### src/rtl/registros_vga.sv
// rtl/registros_vga.sv - PicoBlaze-written VGA field registers with vsync-coherent shadow copy
// Writes are validated (one-hot, BCD) and published to the renderer only on a vsync falling edge.
module registros_vga #(
    parameter int              N_REG    = 9,
    parameter int              ANCHO    = 8,
    parameter logic [N_REG-1:0] MASK_BCD = 'h0FF
) (
    input  logic                     clk,
    input  logic                     reset,
    input  logic [N_REG-1:0]         enable,
    input  logic                     write_strobe,
    input  logic [ANCHO-1:0]         dato_in,
    input  logic                     vsync,
    input  logic [3:0]               rd_sel,
    output logic [N_REG*ANCHO-1:0]   disp_data,
    output logic [ANCHO-1:0]         dato_out,
    output logic                     pendiente,
    output logic                     actualizado,
    output logic                     err_bcd
);

    typedef enum logic {LIMPIO, PENDIENTE} estado_t;

    estado_t          state_q, state_d;
    logic             ws_q;
    logic [ANCHO-1:0] dato_q;
    logic [ANCHO-1:0] work_q   [N_REG];
    logic [ANCHO-1:0] shadow_q [N_REG];
    logic             vs_s1_q, vs_s2_q, vs_prev_q;
    logic             actualizado_q, err_q;
    logic [ANCHO-1:0] dato_out_q, dato_out_d;

    logic vs_evt, hit, onehot, checked, bcd_ok, acc, rej, publish;

    assign vs_evt = vs_prev_q & ~vs_s2_q;

    // enable is registered upstream, so it lines up with the one-cycle-delayed strobe/data
    always_comb begin
        hit     = ws_q && (enable != '0);
        onehot  = (enable & (enable - N_REG'(1))) == '0;
        checked = |(enable & MASK_BCD);
        bcd_ok  = 1'b1;
        for (int n = 0; n < ANCHO / 4; n++) begin
            if (dato_q[4*n +: 4] > 4'd9) bcd_ok = 1'b0;
        end
        acc     = hit && onehot && (!checked || bcd_ok);
        rej     = hit && !acc;
        publish = (state_q == PENDIENTE) && vs_evt;
    end

    // A write landing in the publish cycle keeps the set pending for the next frame
    always_comb begin
        state_d = state_q;
        case (state_q)
            LIMPIO:    if (acc) state_d = PENDIENTE;
            PENDIENTE: if (vs_evt && !acc) state_d = LIMPIO;
            default:   state_d = LIMPIO;
        endcase
    end

    always_comb begin
        dato_out_d = '0;
        for (int i = 0; i < N_REG; i++) begin
            if (rd_sel == 4'(i)) dato_out_d = work_q[i];
        end
    end

    always_ff @(posedge clk or posedge reset) begin
        if (reset) begin
            ws_q          <= 1'b0;
            dato_q        <= '0;
            vs_s1_q       <= 1'b1;
            vs_s2_q       <= 1'b1;
            vs_prev_q     <= 1'b1;
            state_q       <= LIMPIO;
            actualizado_q <= 1'b0;
            err_q         <= 1'b0;
            dato_out_q    <= '0;
            for (int i = 0; i < N_REG; i++) begin
                work_q[i]   <= '0;
                shadow_q[i] <= '0;
            end
        end else begin
            ws_q          <= write_strobe;
            dato_q        <= dato_in;
            vs_s1_q       <= vsync;
            vs_s2_q       <= vs_s1_q;
            vs_prev_q     <= vs_s2_q;
            state_q       <= state_d;
            actualizado_q <= publish;
            dato_out_q    <= dato_out_d;
            if (acc)      err_q <= 1'b0;
            else if (rej) err_q <= 1'b1;
            for (int i = 0; i < N_REG; i++) begin
                if (acc && enable[i]) work_q[i]   <= dato_q;
                if (publish)          shadow_q[i] <= work_q[i];
            end
        end
    end

    for (genvar g = 0; g < N_REG; g++) begin : g_disp
        assign disp_data[g*ANCHO +: ANCHO] = shadow_q[g];
    end

    assign dato_out    = dato_out_q;
    assign pendiente   = (state_q == PENDIENTE);
    assign actualizado = actualizado_q;
    assign err_bcd     = err_q;

endmodule
### config.mk
export PLATFORM = sky130hd
export DESIGN_NAME = registros_vga
export DESIGN_NICKNAME = d
export VERILOG_FILES = /design/src/rtl/registros_vga.sv
export SDC_FILE = /design/constraint.sdc
export NUM_CORES = 1
export LEC_CHECK = 0
export BUFFER_PORTS_ARGS = -buffer_cell sky130_fd_sc_hd__buf_2
export CAP_MARGIN = 20
export CELL_PAD_IN_SITES_DETAIL_PLACEMENT = 2
export CELL_PAD_IN_SITES_GLOBAL_PLACEMENT = 2
export CORE_UTILIZATION = 40
export CTS_CLUSTER_DIAMETER = 50
export DETAILED_ROUTE_END_ITERATION = 6
export GPL_TIMING_DRIVEN = 0
export HOLD_SLACK_MARGIN = 0.1
export PLACE_DENSITY_LB_ADDON = 0.1
export SLEW_MARGIN = 20
export SYNTH_ARGS = -nofsm -noshare
export SYNTH_HDL_FRONTEND = slang
export SYNTH_SLANG_ARGS = --single-unit
### constraint.sdc
create_clock -name clk -period 9.9 [get_ports clk]
set_input_delay 1.485 -clock clk [delete_from_list [all_inputs] [get_ports clk]]
set_output_delay 1.485 -clock clk [all_outputs]
set_load 0.02 [all_outputs]
### After elaboration in Yosys (flattened, before gate mapping)

Cells that the tools add are included.

* input bits: 25
* flip-flop bits (word level): 167
* output and inout port bits: 83
* word-level logic and storage cells: 81

* add/subtract/negate cells: 1
* equal/unequal tests: 8
* muxes and demuxes: 16
* bitwise operators: 4
* reduce and logical (&&, ||, !) cells: 23
* $lt $le $gt $ge: 2

Operators with widths (number)
* 2-to-1 mux 8 bit: 9
* == test 4 x 3 -> 1 bit, second input constant: 4
* logical AND 1 bit: 15
* AND 9 bit: 1
* zero test 9 bit: 1
* nonzero test 9 bit: 1
* subtractor 9 x 1 -> 9 bit, second input constant: 1
* == test 4 x 2 -> 1 bit, second input constant: 2
* greater-than comparator 4 bit, second input constant: 2
* OR reduction 8 bit: 1
* 2-to-1 mux 1 bit: 6
* == test 4 x 1 -> 1 bit, second input constant: 1
* == test 4 bit, second input constant: 1
* zero test 4 bit: 1
* zero test 1 bit: 2
* NOT 1 bit: 2
* one-hot mux 1 bit (2 select lines): 1
* nonzero test 2 bit: 1
* AND 1 bit: 1
* logical OR 1 bit: 1

### Longest topological paths before layout

* word-level depth: 10
* depth in mapped cells: 7
* mapped depth without buffers: 5

### Least setup slack after synthesis

No wires, ideal clock.

* path type: input -> register
* start: in enable[3]
* end: reg work_q[64] (netlist bit)
* stages: 5
* buffers on the path: 0
* library setup time: 0.125 ns
* arrival time: 3.480 ns
* slack: 6.296 ns
* data required time: 9.775 ns
* cells stage by stage: or4_4 > or4b_1 > nand4b_4 > nor3b_4 > mux2_2

* cells in the longest elaborated chain, start to end: 6
* elaborated cells on any way between the ends: 11
* classes of those cells: add/sub: 1; bitwise: 1; reduce/logical: 9

RTL lines
* from (decl): line 10 `input logic [N_REG-1:0] enable,`
* subtractor 9 x 1 -> 9 bit: line 40 `onehot = (enable & (enable - N_REG'(1))) == '0;`
* AND 9 bit: line 40
* zero test 9 bit: line 40
* logical AND 1 bit: line 46 `acc = hit && onehot && (!checked || bcd_ok);`
* logical AND 1 bit *: line 46
* logical AND 1 bit *: line 95 `if (acc && enable[i]) work_q[i] <= dato_q;`
* to (signal, indexed assignment): line 95
* to (decl): line 27 `logic [ANCHO-1:0] work_q [N_REG];`

Every way passes the cells marked *; elsewhere a longest branch is shown, timed or not.
A chain may end at the register's enable or synchronous reset.

### Worst setup path in the final report

* start: in enable[3]
* end: reg work_q[17] (netlist bit)

Same word-level chain as after synthesis.

==> results.json <==
{
  "status": "finished, final reports clean",
  "groute.usage.overall_pct": 25.0,
  "wl_mm": 20.4,
  "dr.pass1.iters": 4,
  "synthArstFlopShare_pct": 100,
  "ant_nets": 0,
  "dp_hpwl_mm": 14.1,
  "slew_violations": 0,
  "fp.dieH_um": 132,
  "path_class": "input pin to flop",
  "start_util_pct": 41.0,
  "arrival_ns": 3.99,
  "fin_crit_ns": 3.69,
  "io_pins": 108,
  "place_ws_ns": 5.80,
  "p_per_area_nw_per_um2": 182,
  "rsz0062_at_grt": "false",
  "layout-drive-gt1-share_pct": 31.5,
  "cap_violations": 0,
  "synthCells": 597,
  "final_common_cell": "nand2_1",
  "routabilityCongestion": 0.828,
  "worst_slack_ns": 6.21,
  "area_growth_pct": 21.5,
  "slowest_stage": "or4_1",
  "fmax_mhz": 271,
  "avgSynthCellArea_um2": 11.4,
  "ctsHoldBuffers": 0,
  "drt-wirelength-per-cell_um": 21.4,
  "cp-start-kind": "input pin",
  "clockBufferDepth": 2,
  "numPortBuffers": 105,
  "grt_pass1_wl_mm": 32.5,
  "cp.buffers_inverters": 2,
  "worstPathCellList": "buf_2 -> or4_1 -> a2111oi_0 -> a211o_1 -> clkbuf_1 -> nand3_1 -> mux2_2",
  "critical_path.max_stage_delay_ns": 0.58,
  "grt_pass1_vias": 5586,
  "die-area_um2": 17500,
  "grt-ovfl-total": 0,
  "cts_resized": 0,
  "synth_nets": 622,
  "cts_tree": "yes",
  "tns_ns": 0,
  "coreArea_um2": 16600,
  "hp-class": "flop to flop",
  "path_clk_slew_ns": 0.06,
  "yosys_register_bits": 167,
  "clk_latency_ns": 0.43,
  "drt_iter0_drc": 219,
  "cts-buffers-inserted": 17,
  "setup_viol": 0,
  "cellLeakagePower_nw": 4.50,
  "htree_num_levels": 4,
  "vias": 5007,
  "path_max_fanout": 8,
  "skew_ns": 0.0120,
  "slew_headroom_pct": 40.1,
  "final_util_pct": 49.9,
  "cts-root-buf": "clkbuf_16",
  "netlist_area_um2": 6800,
  "via_per_inst": 5.24,
  "critPathCaptureType": "flop",
  "ir_drop_mv": 0.124,
  "synth-edff-count": 0,
  "dieWidth_um": 132,
  "tightest_slew_ns": 0.899,
  "most-common-layout-cells": "nand2_1, dfrtp_1, buf_2",
  "ys.flop_type": "dfrtp_1",
  "cts_setup_buffers": 0,
  "grt_max_degree": 94,
  "whs_ns": 0.356,
  "finalHoldViolCount": 0,
  "period_share_pct": 37.2,
  "diodes": 0,
  "cpLargestDelayFamily": "simple AND/OR/NAND/NOR gates",
  "antenna_found_initial": 0,
  "final_nets": 748,
  "drc": 0,
  "rows": 47,
  "yosysSeqAreaShare_pct": 61.5,
  "ys_types": 40,
  "cp.required_ns": 10.20,
  "clock_sinks": 167,
  "yosys_warnings": 0
}
-- per-layer routing --
layer | vias up | routed length, µm | track usage (%) | part of all wire, %
met1 | 2627 | 8780 | 32.6 | 43
met2 | 122 | 10600 | 42.5 | 52
met4 | 0 | 278 | 7.22 | 1.4
met3 | 18 | 711 | 4.48 | 3.5
met5 | - | 0 | 0 | 0
li1 | 2240 | - | - | -
-- kinds of logic after synthesis --
group                  Yosys count  share of synthesized area [%]
multiplexers                    91                           16.3
buffers and inverters           35                           1.95
AND/OR/NAND/NOR                268                           16.7
flip-flops                     167                           61.5
AO/OA/AOI/OAI                   36                           3.53
-- sequential cells by signal (all words and copies together), names as in the netlist --
register	cells
actualizado	1
pendiente	1
vs_s1_q	1
vs_s2_q	1
ws_q	1
dato_q	8
work_q	72
vs_prev_q	1
err_bcd	1
dato_out	8
disp_data	72
-- through the flow --
stage               std cells  instance area (µm²)  power [W]
floorplan                 597                 6800   0.000777
global placement          922                 7600   0.000809
detailed placement        924                 7650   0.000816
CTS                       956                 8270    0.00152
global route              956                 8270    0.00156
finish                    956                 8270    0.00151
-- synth_stat cells, drive strengths merged (5+ instances only) --
cell type    n  area (µm²)
mux2i        5        50.1
dfrtp      164        4100
clkbuf      26        97.6
o21ai       15        75.1
nand2      234         878
buf          5        20.0
mux2        78         878
mux4         8         180
nand2b       5        31.3
nand3        7        35.0
-- worst paths after layout --
kind	from	to	slack, ns	cells past startpoint
worst max-delay path	enable[3]	work_q[17]	6.21	7
worst min-delay path	vs_s1_q	vs_s2_q	0.36	0
worst max register to register	dato_q[1]	work_q[17]	7.03	6
worst min register to register	vs_s1_q	vs_s2_q	0.36	0
max in group asynchronous	reset	vs_s2_q	7.91	3
min in group asynchronous	reset	disp_data[50]	1.17	2
-- report_power, final --
group	internal (W)	switching (W)
clock	0.000434	0.000266
sequential	0.000703	0.0000191
combinational	0.0000303	0.0000523
total	0.00117	0.000338
-- layout make-up --
cell class | instances | area (µm²)
clock buffers | 23 | 468
multi-input cells | 395 | 2490
fillers | 1716 | 8320
repair buffers | 107 | 561
inverters | 4 | 22.5
flip-flops and latches | 167 | 4180
well taps | 220 | 275
clock inverters | 9 | 148
plain buffers | 31 | 118
-- worst register-to-register path, cell delays in order, from the launching register on --
cell	delay (ns)
dfrtp_1	0.36
buf_1	0.33
o21ai_0	0.50
o2111ai_1	0.17
a21boi_1	0.40
nand3_1	0.52
mux2_2	0.47
(Power assumes the default switching activity.)
